**src/rtl/dma_burst_writer.sv**
```systemverilog
// dma_burst_writer
//   Moves a block of words from the DMA scratch memory onto the shared bus
//   as a series of burst writes. Each burst re-arbitrates for the bus.
//
// Ports
//   clock, reset            : system clock; asynchronous active-high reset
//   startIn + config inputs : start pulse and transfer configuration
//                             (bus byte address, scratch word address,
//                             block size, burst size minus 1)
//   memAddressOut/memDataIn : scratch read port, data returns one cycle later
//   requestTransaction /
//   transactionGranted      : arbiter handshake
//   addressDataOut ...
//   endTransactionOut       : bus master signals (address in the begin cycle,
//                             then write beats)
//   busyIn, busErrorIn      : slave stall and slave error
//   busyOut/errorOut/doneOut: status for the custom-instruction register file
//   dbgStateOut             : current FSM state, for observation only
//
// Handshake: a write beat transfers on a rising edge where dataValidOut=1 and
// busyIn=0. While busyIn=1 the beat (dataValidOut, addressDataOut) is held.
module dma_burst_writer #(
  parameter int MEM_AW = 9,
  parameter int BLK_W  = 10
) (
  input  logic              clock,
  input  logic              reset,
  input  logic              startIn,
  input  logic [31:0]       busStartAddressIn,
  input  logic [MEM_AW-1:0] memStartAddressIn,
  input  logic [BLK_W-1:0]  blockSizeIn,
  input  logic [7:0]        burstSizeIn,
  output logic [MEM_AW-1:0] memAddressOut,
  input  logic [31:0]       memDataIn,
  output logic              requestTransaction,
  input  logic              transactionGranted,
  output logic [31:0]       addressDataOut,
  output logic [3:0]        byteEnablesOut,
  output logic [7:0]        burstSizeOut,
  output logic              readNotWriteOut,
  output logic              beginTransactionOut,
  output logic              dataValidOut,
  output logic              endTransactionOut,
  input  logic              busyIn,
  input  logic              busErrorIn,
  output logic              busyOut,
  output logic              errorOut,
  output logic              doneOut,
  output logic [2:0]        dbgStateOut
);

  typedef enum logic [2:0] {
    S_IDLE    = 3'd0,
    S_REQUEST = 3'd1,
    S_INIT    = 3'd2,
    S_DATA    = 3'd3,
    S_END     = 3'd4,
    S_CHECK   = 3'd5,
    S_ERROR   = 3'd6,
    S_DONE    = 3'd7
  } state_t;

  localparam logic [BLK_W-1:0]  ONE_B = 1;
  localparam logic [MEM_AW-1:0] ONE_M = 1;

  state_t              r_state;
  logic [31:0]         r_bus_addr;
  logic [MEM_AW-1:0]   r_rd_addr;     // next scratch address to read
  logic [BLK_W-1:0]    r_remaining;
  logic [7:0]          r_burst;
  logic [BLK_W-1:0]    r_rd_cnt;      // reads issued in this burst
  logic [BLK_W-1:0]    r_beat_cnt;    // beats accepted in this burst
  logic                r_pend;        // read issued last cycle: memDataIn valid now
  logic [1:0]          r_cnt;         // prefetch entries held
  logic [31:0]         r_buf0;
  logic [31:0]         r_buf1;
  logic                r_err;
  logic                r_done;

  logic [BLK_W:0]      w_burst_words;
  logic                w_rem_lt;
  logic [BLK_W-1:0]    w_len;
  logic [7:0]          w_bsz;
  logic                w_in_burst;
  logic                w_valid;
  logic                w_accept;
  logic [31:0]         w_head;
  logic [2:0]          w_occ;
  logic                w_issue;
  logic                w_last;
  logic                w_pop;
  logic                w_push;
  logic                w_wr_slot;
  logic                w_bus_phase;

  // Burst length is the smaller of the configured burst and what is left.
  assign w_burst_words = {{(BLK_W-8){1'b0}}, 1'b0, r_burst} + {{BLK_W{1'b0}}, 1'b1};
  assign w_rem_lt      = ({1'b0, r_remaining} < w_burst_words);
  assign w_len         = w_rem_lt ? r_remaining : w_burst_words[BLK_W-1:0];
  assign w_bsz         = w_rem_lt ? (r_remaining[7:0] - 8'd1) : r_burst;

  // The head beat comes from the buffer, or straight from the scratch read
  // that is returning this cycle when the buffer is empty.
  assign w_in_burst = (r_state == S_INIT) || (r_state == S_DATA);
  assign w_valid    = (r_state == S_DATA) && ((r_cnt != 2'd0) || r_pend);
  assign w_accept   = w_valid && !busyIn;
  assign w_head     = (r_cnt != 2'd0) ? r_buf0 : memDataIn;

  // Occupancy once this cycle's accept is taken out (returning read included).
  // A new read is allowed only if its data is sure to find a free slot even
  // when the slave stalls from here on.
  assign w_occ   = {1'b0, r_cnt} + {2'b00, r_pend} - {2'b00, w_accept};
  assign w_issue = w_in_burst && (r_rd_cnt < w_len) && (w_occ <= 3'd1);
  assign w_last  = w_accept && ((r_beat_cnt + ONE_B) == w_len);

  assign w_pop     = w_accept && (r_cnt != 2'd0);
  assign w_push    = r_pend && !(w_accept && (r_cnt == 2'd0));
  assign w_wr_slot = (r_cnt == 2'd2) || ((r_cnt == 2'd1) && !w_pop);

  assign w_bus_phase = (r_state == S_INIT) || (r_state == S_DATA) || (r_state == S_END);

  always_ff @(posedge clock or posedge reset) begin
    if (reset) begin
      r_state     <= S_IDLE;
      r_bus_addr  <= '0;
      r_rd_addr   <= '0;
      r_remaining <= '0;
      r_burst     <= '0;
      r_rd_cnt    <= '0;
      r_beat_cnt  <= '0;
      r_pend      <= 1'b0;
      r_cnt       <= 2'd0;
      r_buf0      <= '0;
      r_buf1      <= '0;
      r_err       <= 1'b0;
      r_done      <= 1'b0;
    end else begin
      r_done <= 1'b0;
      case (r_state)
        S_IDLE: begin
          // The cycle of the done pulse still counts as busy.
          if (startIn && !r_done) begin
            r_bus_addr  <= busStartAddressIn & 32'hFFFF_FFFC;
            r_rd_addr   <= memStartAddressIn;
            r_remaining <= blockSizeIn;
            r_burst     <= burstSizeIn;
            r_err       <= 1'b0;
            r_state     <= (blockSizeIn == '0) ? S_DONE : S_REQUEST;
          end
        end
        S_REQUEST: begin
          if (transactionGranted) begin
            r_rd_cnt   <= '0;
            r_beat_cnt <= '0;
            r_cnt      <= 2'd0;
            r_pend     <= 1'b0;
            r_state    <= S_INIT;
          end
        end
        S_INIT: r_state <= S_DATA;
        S_DATA: begin
          if (w_pop) r_buf0 <= r_buf1;
          if (w_push) begin
            if (w_wr_slot) r_buf1 <= memDataIn;
            else           r_buf0 <= memDataIn;
          end
          if (w_push && !w_pop)      r_cnt <= r_cnt + 2'd1;
          else if (w_pop && !w_push) r_cnt <= r_cnt - 2'd1;
          if (w_accept) r_beat_cnt <= r_beat_cnt + ONE_B;
          if (w_last)   r_state    <= S_END;
        end
        S_END: r_state <= S_CHECK;
        S_CHECK: begin
          // Scratch address already advanced by the reads of this burst.
          r_bus_addr  <= r_bus_addr + {{(30-BLK_W){1'b0}}, w_len, 2'b00};
          r_remaining <= r_remaining - w_len;
          r_state     <= (r_remaining == w_len) ? S_DONE : S_REQUEST;
        end
        S_ERROR: r_state <= S_DONE;
        S_DONE: begin
          r_done  <= 1'b1;
          r_state <= S_IDLE;
        end
        default: r_state <= S_IDLE;
      endcase

      if (w_issue) begin
        r_rd_addr <= r_rd_addr + ONE_M;
        r_rd_cnt  <= r_rd_cnt + ONE_B;
      end
      if (w_in_burst) r_pend <= w_issue;

      // A slave error abandons the rest of the block.
      if (busErrorIn && w_bus_phase) begin
        r_state <= S_ERROR;
        r_err   <= 1'b1;
        r_pend  <= 1'b0;
        r_cnt   <= 2'd0;
      end
    end
  end

  always_comb begin
    requestTransaction  = 1'b0;
    addressDataOut      = 32'd0;
    byteEnablesOut      = 4'h0;
    burstSizeOut        = 8'd0;
    readNotWriteOut     = 1'b0;
    beginTransactionOut = 1'b0;
    dataValidOut        = 1'b0;
    endTransactionOut   = 1'b0;
    case (r_state)
      S_REQUEST: requestTransaction = 1'b1;
      S_INIT: begin
        requestTransaction  = 1'b1;
        beginTransactionOut = 1'b1;
        addressDataOut      = r_bus_addr;
        byteEnablesOut      = 4'hF;
        burstSizeOut        = w_bsz;
      end
      S_DATA: begin
        requestTransaction = 1'b1;
        dataValidOut       = w_valid;
        addressDataOut     = w_valid ? w_head : 32'd0;
      end
      S_END: begin
        requestTransaction = 1'b1;
        endTransactionOut  = 1'b1;
      end
      default: ;
    endcase
  end

  assign memAddressOut = r_rd_addr;
  assign busyOut       = (r_state != S_IDLE) || r_done;
  assign errorOut      = r_err;
  assign doneOut       = r_done;
  assign dbgStateOut   = r_state;

endmodule

```
**config.mk**
```make
export PLATFORM = sky130hd
export DESIGN_NAME = dma_burst_writer
export DESIGN_NICKNAME = d
export VERILOG_FILES = /design/src/rtl/dma_burst_writer.sv
export SDC_FILE = /design/constraint.sdc
export NUM_CORES = 1
export LEC_CHECK = 0
export CAP_MARGIN = 30
export CORE_ASPECT_RATIO = 1.2
export CORE_UTILIZATION = 50
export CTS_CLUSTER_SIZE = 30
export DETAILED_ROUTE_END_ITERATION = 8
export PLACE_DENSITY = 0.76
export SYNTH_ARGS = -nofsm -noshare
export SYNTH_HDL_FRONTEND = slang
export SYNTH_SLANG_ARGS = --single-unit
```
**constraint.sdc**
```tcl
create_clock -name clock -period 10.09 [get_ports clock]
set_input_delay 2.018 -clock clock [delete_from_list [all_inputs] [get_ports clock]]
set_output_delay 2.018 -clock clock [all_outputs]
set_load 0.03 [all_outputs]
```
# [Word-level counts from Yosys, hierarchy flattened]
# Index checks and enable logic that the tools add are counted.
[classes] add_sub_neg=11 n_lt_le_gt_ge=3 n_eq_ne=18 n_mux=46 reduce_logical=50
[op_table] cell="32-bit two-way mux" n=6
[op_table] cell="32-bit case mux with 2 select lines" n=2
[op_table] cell="10-bit two-way mux" n=6
[op_table] cell="10-bit case mux with 2 select lines" n=2
[op_table] cell="32-bit by 12-bit adder with 32-bit output" n=1
[op_table] cell="9-bit two-way mux" n=3
[op_table] cell="3-bit case mux with 8 select lines" n=1
[op_table] cell="10-bit by 1-bit adder with 10-bit output, second input constant" n=2
[op_table] cell="10-bit == test" n=2
[op_table] cell="3-bit two-way mux" n=6
[op_table] cell="2-bit nonzero test" n=9
[op_table] cell="8-bit two-way mux" n=2
[op_table] cell="1-bit logical AND" n=13
[op_table] cell="3-bit == test, second input constant" n=4
[op_table] cell="1-bit two-way mux" n=12
[op_table] cell="2-bit AND reduction" n=6
[op_table] cell="3-bit AND reduction" n=4
[op_table] cell="3-bit nonzero test" n=4
[op_table] cell="10-bit logical NOT" n=1
[op_table] cell="10-bit less-than comparator" n=1
[op_table] cell="10-bit by 9-bit less-than comparator with 1-bit output" n=1
[op_table] cell="10-bit subtractor" n=1
[op_table] cell="8-bit by 1-bit adder with 9-bit output, second input constant" n=1
[op_table] cell="9-bit by 1-bit adder with 9-bit output, second input constant" n=1
[op_table] cell="other kinds (22)" n=37
[word_totals] register_bits=151 input_bits=97 out_inout_bits=64 word_cells=141

# [Logic depth before layout (Yosys ltp)]
# Gate-level depths: netlist (run 1).
[depth] word_depth=13 depth_mapped=28 mapped_depth_nobuf=26

# [Worst setup path after synthesis (run 1)]
# OpenSTA, ideal clock, no wires.
[synth_timing] path_kind="reg2out" start="register r_burst[0]" end="output port burstSizeOut[5]" arrival_ps=3689 required_time_ps=8072 setup_slack_ps=4383 path_stages_with_launch=16 path_buffers=4 cell_sequence="dfrtp_1 ha_1 xnor2_1 ha_1 a21oi_1 nand2_1 maj3_2 a221o_1 a21o_1 buf_6 clkbuf_1 clkbuf_1 buf_1 nor2_1 a21oi_1 nor2_1"
[synth_via] elab_chain_cells=4
[synth_lines] element="from (decl)" line="70" source="logic [7:0] r_burst;"
[synth_lines] element="from (signal assigned)" line="146" source="r_burst <= burstSizeIn;"
[synth_lines] element="8-bit by 1-bit adder with 9-bit output" line="97" source="assign w_burst_words = {{(BLK_W-8){1'b0}}, 1'b0, r_burst} + {{BLK_W{1'b0}}, 1'b1};"
[synth_lines] element="10-bit by 9-bit less-than comparator with 1-bit output" line="98" source="assign w_rem_lt = ({1'b0, r_remaining} < w_burst_words);"
[synth_lines] element="8-bit two-way mux" line="100" source="assign w_bsz = w_rem_lt ? (r_remaining[7:0] - 8'd1) : r_burst;"
[synth_lines] element="8-bit two-way mux" line="212" source="case (r_state)"
[synth_lines] element="to (decl)" line="39" source="output logic [7:0] burstSizeOut,"
# No other way between the ends.

# [Final worst setup path (run 1)]
[layout_timing] start="register r_burst[0]" end="output port burstSizeOut[0]"
[layout_via] elab_chain_cells=4
[layout_lines] element="8-bit by 1-bit adder with 9-bit output" line="97"
[layout_lines] element="10-bit by 9-bit less-than comparator with 1-bit output" line="98"
[layout_lines] element="8-bit two-way mux (*)" line="100"
[layout_lines] element="8-bit two-way mux (*)" line="212"
# Every way passes the cells marked *; elsewhere a longest branch is shown, timed or not.

==> metrics.md, run 1 <==
| Metric | Value |
|---|---|
| Worst path required time | 8.07 ns |
| Startpoint types | flop |
| 1st-iter DRT viols | 617 |
| Core footprint | 18920 um^2 |
| PD cells | 348.2 nW/um^2 |
| GRT overflow | 0 |
| Final setup TNS | 0 ns |
| Mapped Cells | 1131 |
| Syn-to-layout area delta | 23.91% |
| Critical Path Source | r_burst[0] |
| Layout Nets | 1383 |
| Seq/Total Area, Yosys | 0.3848 |
| Fin. max-slew vios | 0 |
| Vias in the first global route | 8502 |
| DRC Markers | 0 |
| Dpl hpwl | 19180 um |
| Final Hold Viols | 0 |
| GPL Wtd Cong | 0.9365 |
| Final Setup Violations | 0 |
| Largest net degree at the start of global routing | 103 |
| Cell Rows | 55 |
| CP arrival | 5.12 ns |
| Hold Startpoint | errorOut |
| FF-to-FF Start | r_burst[0] |
| Final critical-path required period | 7.143 ns |
| Filler cells | 1602 |
| Root Driver | clkbuf_16 |
| Critical path fanouts, max | 19 |
| Synth Register Bits | 149 |
| Fin crit share | 0.7079 |
| Number of flops mapped to enable cells by yosys | 0 |
| Syn avg cell area | 8.568 um^2 |
| First-pass DRT Iterations | 5 |
| Cell Area, Synth | 9691 um^2 |
| Min-Delay Path Class | reg2reg |
| Die height | 154.5 um |
| Via count | 8948 |
| CTS tree | yes |
| Post-synth top cells | dfrtp_1, nand2_1, nor2_1 |
| RSZ-0062 raised after global routing | no |
| Setup bufs post-CTS | 0 |
| First-pass GRT wire length | 43610 um |
| CTS Buf Count | 17 |
| Initial core utilization | 0.5121 |
| Asr flop ratio synth | 1.000 |
| Syn. warnings | 0 |
| Worst Max-Slew Pin Slew | 0.9734 ns |
| Post-route ant nets | 0 |
| Lkg Pwr | 5.364 nW |
| Share of cells above drive strength 1 | 0.08155 |
| Post-layout util | 0.6345 |
| Overall global routing resource usage | 0.2811 |
| Multi-input gate area | 5497 um^2 |
| Antenna cells | 0 |
| Fmax achieved | 140.0 MHz |
| Clk slew on worst S/H paths | 0.07 ns |
| Status | completed |
| H-tree levels | 4 |
| Port bufs | 157 |
| Synth unique cells | 69 |
| Die area | 19940 um^2 |
| Hold_buf cts | 0 |
| Critical path class | reg2out |
| Yosys top cell by area | dfrtp_1 |
| Worst-case clock buffer depth | 2 |
| Max Cap Viol | 0 |
| Initial antenna violation count | 0 |
| Clock Latency Late Sink | 0.43 ns |
| Top post-synthesis cells by area | dfrtp_1, nand2_1, mux2i_1 |
| Crit. End Element | output port |
| Post-cts resize count | 0 |
| Top-count cell post-synth | dfrtp_1 |
| Vias per Instance | 5.891 |
| Synth top area share | 0.3848 |
| Die width | 129.1 um |
| Peak VDD IR | 0.1783 mV |
| Slew margin rel. | 0.3497 |
| Clock sink count | 149 |
| Setup Skew | 0.008718 ns |
| Top Ports | 161 |
| Predominant post-synthesis flop cell | dfrtp_1 |
| FF+latch area | 3729 um^2 |
| Avg WL per Cell | 17.88 um |
| Detailed Route WL | 27160 um |
[power by group]
group	internal (W)	switching (W)
logic	0.00103	0.00141
registers	0.000844	0.000289
clock network	0.000325	0.000288
total	0.00220	0.00198
[worst paths after layout]
kind	endpoint	slack [ns]	cells after the start
worst max-delay path	burstSizeOut[0]	2.95	12
worst min-delay path	errorOut	0.49	2
worst max register to register	r_bus_addr[14]	3.07	25
worst min register to register	errorOut	0.49	2
max in group asynchronous	r_remaining[4]	6.98	4
min in group asynchronous	r_cnt[0]	1.83	2
[registers in the layout, indices dropped and copies added, names as in the netlist, 2 cells and up]
register and flops:
r_remaining 10, r_buf0 32, r_rd_cnt 10, r_cnt 2, dbgStateOut 3, r_bus_addr 30
r_beat_cnt 10, memAddressOut 9, r_buf1 32, r_burst 8
[logic make-up after synthesis]
kind of cell | share of synthesized area
AO/OA/AOI/OAI | 0.1912
XOR/XNOR | 0.04829
flip-flops | 0.3848
other | 0.0007750
AND/OR/NAND/NOR | 0.1777
buffers and inverters | 0.05152
multiplexers | 0.09258
adder cells (fa/ha/maj) | 0.05320
[placed cells by master (no fill, tap or decap), types with 19 or more instances in the layout]
master and n:
nor2_1 115, dfrtp_1 149, and3_1 25, mux2i_1 48, a21oi_1 69, o22ai_1 36, ha_1 32, mux2_2 34
xnor2_1 35, clkdlybuf4s50_1 157, inv_1 45, nor3_1 19, nand2_1 140, nand3_1 30, o21ai_0 80
[critical path, stage by stage (launching register included)]
cell	delay, ns
dfrtp_1	0.46
ha_1	0.27
xnor2_1	0.62
ha_1	0.38
a21oi_1	0.13
nand2_1	0.09
maj3_2	0.31
a221o_1	0.38
a21o_1	0.38
buf_4	0.32
a21oi_1	0.61
nor2_1	0.13
clkdlybuf4s50_1	0.62
[per-stage QoR]
stage	setup WS, ns	cells	instance area [um^2]	total power [W]	hold slack, ns
after global placement	3.163	1485	11410	0.003480	0.4673
after floorplan	4.064	1132	9694	0.002861	0.4586
after CTS	2.952	1518	11980	0.004178	0.4871
final	2.947	1519	12010	0.004181	0.4903
after detailed placement	3.224	1486	11420	0.003549	0.4653
after global routing	2.643	1519	12010	0.004480	0.5162
[area by class of cell]
type / instances / share of cell area
multi-input cells: 861 / 0.4577
flip-flops and latches: 149 / 0.3105
repair buffers: 174 / 0.1430
clock buffers: 17 / 0.03543
well taps: 256 / 0.02667
inverters: 47 / 0.01511
clock inverters: 15 / 0.01157
[per-layer routing]
metal | vias to the layer above | GRT usage | routed length, um
met2 | 279 | 0.4659 | 13370
li1 | 4259 | - | -
met5 | - | 0 | 0
met1 | 4348 | 0.3532 | 11280
met4 | 0 | 0.1193 | 905
met3 | 62 | 0.05949 | 1599
Power figures use the tool's default switching activity.
==> run 2, diff against run 1 <==
==> constraint.sdc (replaced) <==
create_clock -name clock -period 7.25 [get_ports clock]
set_input_delay 1.45 -clock clock [delete_from_list [all_inputs] [get_ports clock]]
set_output_delay 1.45 -clock clock [all_outputs]
set_load 0.03 [all_outputs]
==> run 2 against run 1 <==
Hold slack better by 0.0047 ns. Core utilization is 0.19 points higher. Design area grew 0.30%. Via count increased by 0.30%. Largest cell class unchanged.
==> metrics.md, run 2 (synthesis gave the netlist of run 1 again) <==
| Metric | Value |
|---|---|
| Antenna cells | 0 |
| Worst Setup Slack, final | 0.9485 ns |
| Initial antenna violation count | 0 |
| Area post-placement | 11440 um^2 |
| Status | completed |
| Placed cell count | 1489 |
| Die height | 154.5 um |
| Max Cap Viol | 0 |
| CTS Buf Count | 17 |
| Layout Nets | 1386 |
| Initial core utilization | 0.5121 |
| Share of cells above drive strength 1 | 0.08373 |
| Via count | 8975 |
| Most common cell after layout, fill and taps aside | clkdlybuf4s50_1 |
| Sw power | 0.002788 W |
| Pre-CTS worst setup slack | 1.077 ns |
| Min-Delay Path Class | reg2reg |
| Slew margin rel. | 0.3307 |
| Critical path class | reg2reg |
| Critical path fanouts, max | 13 |
| Fmax achieved | 158.7 MHz |
| Hold Startpoint | errorOut |
| Fin. max-slew vios | 0 |
| Fin crit share | 0.8692 |
| Die width | 129.1 um |
| Peak VDD IR | 0.2547 mV |
| Int Pwr | 0.003082 W |
| Hold_buf cts | 0 |
| Post-route ant nets | 0 |
| 1st-iter DRT viols | 593 |
| Critical Path Source | r_burst[0] |
| First-pass DRT Iterations | 6 |
| Clock Latency Late Sink | 0.43 ns |
| Clock power frac | 0.150 |
| Final Non-Filler Cells | 1522 |
| Largest net degree at the start of global routing | 104 |
| Root Driver | clkbuf_16 |
| Worst Max-Slew Pin Slew | 1.000 ns |
| CP arrival | 6.62 ns |
| CP max-delay cell | xnor2_1 |
| PD cells | 487.4 nW/um^2 |
| Worst path required time | 7.57 ns |
| Net Sw Frac | 0.4750 |
| Lkg Pwr | 5.391 nW |
| Final setup TNS | 0 ns |
| DRC Markers | 0 |
| Startpoint types | flop |
| Port bufs | 157 |
| Die area | 19940 um^2 |
| Regs by FF count | r_buf0 (32), r_buf1 (32), r_bus_addr (30) |
| Worst-case clock buffer depth | 2 |
| Vias per Instance | 5.897 |
| Filler cells | 1583 |
| Syn-to-layout area delta | 24.29% |
| Final critical-path required period | 6.302 ns |
| H-tree levels | 4 |
| Post-cts resize count | 0 |
| Avg WL per Cell | 17.88 um |
| Critical path's largest stage delay | 0.63 ns |
| Core footprint | 18920 um^2 |
| Logic pwr share | 0.581 |
| Final Hold Viols | 0 |
| Cell Rows | 55 |
| Final Cell Area | 12040 um^2 |
| Dpl hpwl | 19070 um |
| Detailed Route WL | 27210 um |
| GRT overflow | 0 |
| CTS tree | yes |
| Top Ports | 161 |
| Clock sink count | 149 |
| Sequential group share of total power | 0.269 |
| Power consumption | 0.005870 W |
| Setup Skew | 0.009405 ns |
| Setup bufs post-CTS | 0 |
| Crit. End Element | flop |
| Commonest cells after routing, fill and taps aside | clkdlybuf4s50_1, dfrtp_1, nand2_1 |
| GPL Wtd Cong | 0.9190 |
| Final Setup Violations | 0 |
| Vias in the first global route | 8863 |
| Overall global routing resource usage | 0.2837 |
| FF-to-FF Start | r_burst[0] |
| RSZ-0062 raised after global routing | no |
| Clk slew on worst S/H paths | 0.07 ns |
| First-pass GRT wire length | 44570 um |
-- run 2: cell types whose count changed in the layout (fill, tap and decap cells not counted) --
cell / previous run / this run
inv_6: 8 / 7
clkinv_4: 4 / 1
buf_4: 15 / 18
clkinvlp_4: 2 / 1
inv_8: 1 / 6
-- run 2: path summary, 6_finish.rpt --
| check | to | slack, ns | cells past startpoint |
|---|---|---|---|
| worst max register to register | r_bus_addr[20] | 0.95 | 26 |
| max in group asynchronous | r_remaining[4] | 4.93 | 3 |
| worst min-delay path | errorOut | 0.50 | 2 |
| worst max-delay path | r_bus_addr[20] | 0.95 | 26 |
| worst min register to register | errorOut | 0.50 | 2 |
| min in group asynchronous | r_cnt[1] | 1.38 | 2 |
-- run 2: final cells by class --
cell class              count  area [um^2]  area share
clock inverters            15        152.6     0.01267
multi-input cells         861         5497      0.4564
repair buffers            177         1739      0.1444
inverters                  47        181.4     0.01506
clock buffers              17        425.4     0.03532
well taps                 256        320.3     0.02659
flip-flops and latches    149         3729      0.3096
-- run 2: stage by stage --
step / hold slack [ns] / util
2_1_floorplan: 0.4586 / -
3_3_place_gp: 0.4623 / 0.6042
3_5_place_dp: 0.4806 / 0.6044
4_1_cts: 0.4964 / 0.6350
5_1_grt: 0.5137 / 0.6364
6_report: 0.4950 / 0.6364
-- run 2: metal layers --
| layer | GRT usage | vias up | wire length, um |
|---|---|---|---|
| met5 | 0 | - | 0 |
| met2 | 0.4551 | 323 | 12970 |
| met3 | 0.06607 | 82 | 1798 |
| met1 | 0.3542 | 4320 | 11210 |
| li1 | - | 4250 | - |
| met4 | 0.1490 | 0 | 1223 |
-- run 2: critical path, delay by kind of cell (launching register included) --
kind            cells  cell delay (ns)
compound gates     14             2.69
xor+xnor            1             0.63
fa+ha+maj           5             1.56
buf+inv             3             0.47
flops               1             0.48
simple gates        3             0.35
-- run 2: power by group through the flow --
stage	combinational (W)	clock (W)	sequential, W
2_1_floorplan	0.00252	0	0.00146
3_3_place_gp	0.00331	0	0.00156
3_5_place_dp	0.00337	0	0.00158
4_1_cts	0.00339	0.000890	0.00156
5_1_grt	0.00373	0.000930	0.00163
6_report	0.00341	0.000883	0.00158
==> run 3, diff against run 2 <==
--- a/config.mk
+++ b/config.mk
@@ -6,7 +6,7 @@
 export NUM_CORES = 1
 export LEC_CHECK = 0
 export CAP_MARGIN = 30
-export CORE_ASPECT_RATIO = 1.2
+export CORE_ASPECT_RATIO = 0.9
 export CORE_UTILIZATION = 50
 export CTS_CLUSTER_SIZE = 30
 export DETAILED_ROUTE_END_ITERATION = 8
==> run 3 against run 2 <==
Setup slack got worse by 0.20 ns. Sequential power barely moved. Combinational power about the same. Sequential share of layout area is 0.083 points lower. Design area up 0.27%. Core utilization increased by 0.94 points. Register-to-register slack got worse by 0.20 ns. Critical path depth is 1 higher. Global-route usage up 0.50 points. Via count increased by 1.4%. Highest routed layer unchanged.
==> metrics.md, run 3 (synthesis gave the netlist of run 1 again) <==
| Metric | Value |
|---|---|
| WP buf/inv | 3 |
| Share of cells above drive strength 1 | 0.08300 |
| Largest net degree at the start of global routing | 94 |
| Lkg Pwr | 5.405 nW |
| Critical path class | reg2reg |
| FF-to-FF Start | r_burst[0] |
| CP max-delay cell | xnor2_1 |
| Clock Latency Late Sink | 0.44 ns |
| Peak VDD IR | 0.4546 mV |
| Layout Nets | 1385 |
| Multi-input gate area | 5497 um^2 |
| Setup bufs post-CTS | 0 |
| CTS Buf Count | 17 |
| Port bufs | 157 |
| Hold_buf cts | 0 |
| PD cells | 490.6 nW/um^2 |
| Critical path's largest stage delay | 0.57 ns |
| Crit. End Element | flop |
| H-tree levels | 4 |
| Fin. max-slew vios | 0 |
| Regs by FF count | r_buf0 (32), r_buf1 (32), r_bus_addr (30) |
| Detailed Route WL | 28100 um |
| Final setup TNS | 0 ns |
| Vias per Instance | 6.024 |
| RSZ-0062 raised after global routing | no |
| Filler cells | 1609 |
| Syn-to-layout area delta | 24.62% |
| Slew margin rel. | 0.3087 |
| Top Ports | 161 |
| Fin crit share | 0.8964 |
| Cell Rows | 47 |
| Critical Path Source | r_burst[0] |
| GPL Wtd Cong | 0.8954 |
| Initial antenna violation count | 0 |
| Fmax achieved | 153.9 MHz |
| Worst path required time | 7.56 ns |
| Die width | 148.7 um |
| Min-Delay Path Class | reg2reg |
| GRT overflow | 0 |
| Overall global routing resource usage | 0.2887 |
| Final critical-path required period | 6.499 ns |
| Dpl hpwl | 19740 um |
| First-pass DRT Iterations | 5 |
| Status | completed |
| CTS tree | yes |
| Startpoint types | flop |
| Worst-case clock buffer depth | 2 |
| Die area | 19940 um^2 |
| 1st-iter DRT viols | 888 |
| Post-cts resize count | 0 |
| Core footprint | 18700 um^2 |
| Setup Skew | 0.01281 ns |
| DRC Markers | 0 |
| Via count | 9102 |
| Final Non-Filler Cells | 1511 |
| CP delay by family, top | compound AO/OA/AOI/OAI gates |
| Vias in the first global route | 8451 |
| Internal reg-to-reg setup slack | 0.75 ns |
| First-pass GRT wire length | 45110 um |
| Post-route ant nets | 0 |
| Final Setup Violations | 0 |
| Max Cap Viol | 0 |
| Clock sink count | 149 |
| Critical path fanouts, max | 28 |
| FF+latch area | 3729 um^2 |
| Initial core utilization | 0.5182 |
| Die height | 134.1 um |
| Reg2Reg Depth | 27 |
| Worst Setup EP | r_bus_addr[30] |
| Worst path depth | 27 |
| Avg WL per Cell | 18.59 um |
| CP arrival | 6.81 ns |
| Worst Max-Slew Pin Slew | 1.033 ns |
| Final Hold Viols | 0 |
| Placed cell count | 1478 |
| Most common cell after layout, fill and taps aside | clkdlybuf4s50_1 |
| Clk slew on worst S/H paths | 0.08 ns |
| FF-to-FF End | r_bus_addr[30] |
| Root Driver | clkbuf_16 |
| Commonest cells after routing, fill and taps aside | clkdlybuf4s50_1, dfrtp_1, nand2_1 |
[run 3: changes by cell type in the layout (fill, tap and decap cells not counted), sizes merged]
cell,previous run,this run
diode,0,1
clkinv,2,11
clkinvlp,1,0
inv,59,51
buf,20,19
[run 3: tightest hold or removal path, stage by stage, from the launching register on]
cell	delay [ns]
dfrtp_1	0.35
nand2_1	0.05
nand2_1	0.05
[run 3: metal layers]
metal,up-vias,track usage,part of all wire
met5,-,0,0
li1,4256,-,-
met2,375,0.4187,0.44
met3,40,0.07381,0.089
met4,0,0.07653,0.015
met1,4431,0.4252,0.46
[run 3: layout make-up]
cell class              count  area share
multi-input cells         861      0.4551
flip-flops and latches    149      0.3087
repair buffers            176      0.1428
clock buffers              17     0.03523
well taps                 245     0.02538
clock inverters            15     0.01751
inverters                  47     0.01502
diodes                      1   0.0002072
[run 3: through the flow]
stage	cell area, um^2	util	hold WS [ns]	power [W]	setup slack [ns]
6_report	12080	0.6458	0.4812	0.005925	0.7512
5_1_grt	12070	0.6457	0.5111	0.006352	0.3005
4_1_cts	12070	0.6457	0.4816	0.005903	0.8606
3_5_place_dp	11440	0.6116	0.4646	0.004961	0.9235
3_3_place_gp	11410	0.6103	0.4632	0.004873	0.8708
2_1_floorplan	9694	-	0.4586	0.003982	1.586
[run 3: worst min-delay path by stage]
| stage | start | to | cells after the start |
|---|---|---|---|
| after floorplan | r_bus_addr[31] | r_bus_addr[31] | 1 |
| after global placement | errorOut | errorOut | 2 |
| after detailed placement | errorOut | errorOut | 2 |
| after CTS | errorOut | errorOut | 2 |
| after global routing | errorOut | errorOut | 2 |
| final | errorOut | errorOut | 2 |
[run 3: report_power, final]
group | total, W | switching (W) | leakage [nW] | internal [W]
combinational | 0.00343 | 0.00199 | 3.26 | 0.00145
sequential | 0.00157 | 0.000394 | 1.84 | 0.00117
clock | 0.000924 | 0.000449 | 0.304 | 0.000474
total | 0.00592 | 0.00283 | 5.41 | 0.00310
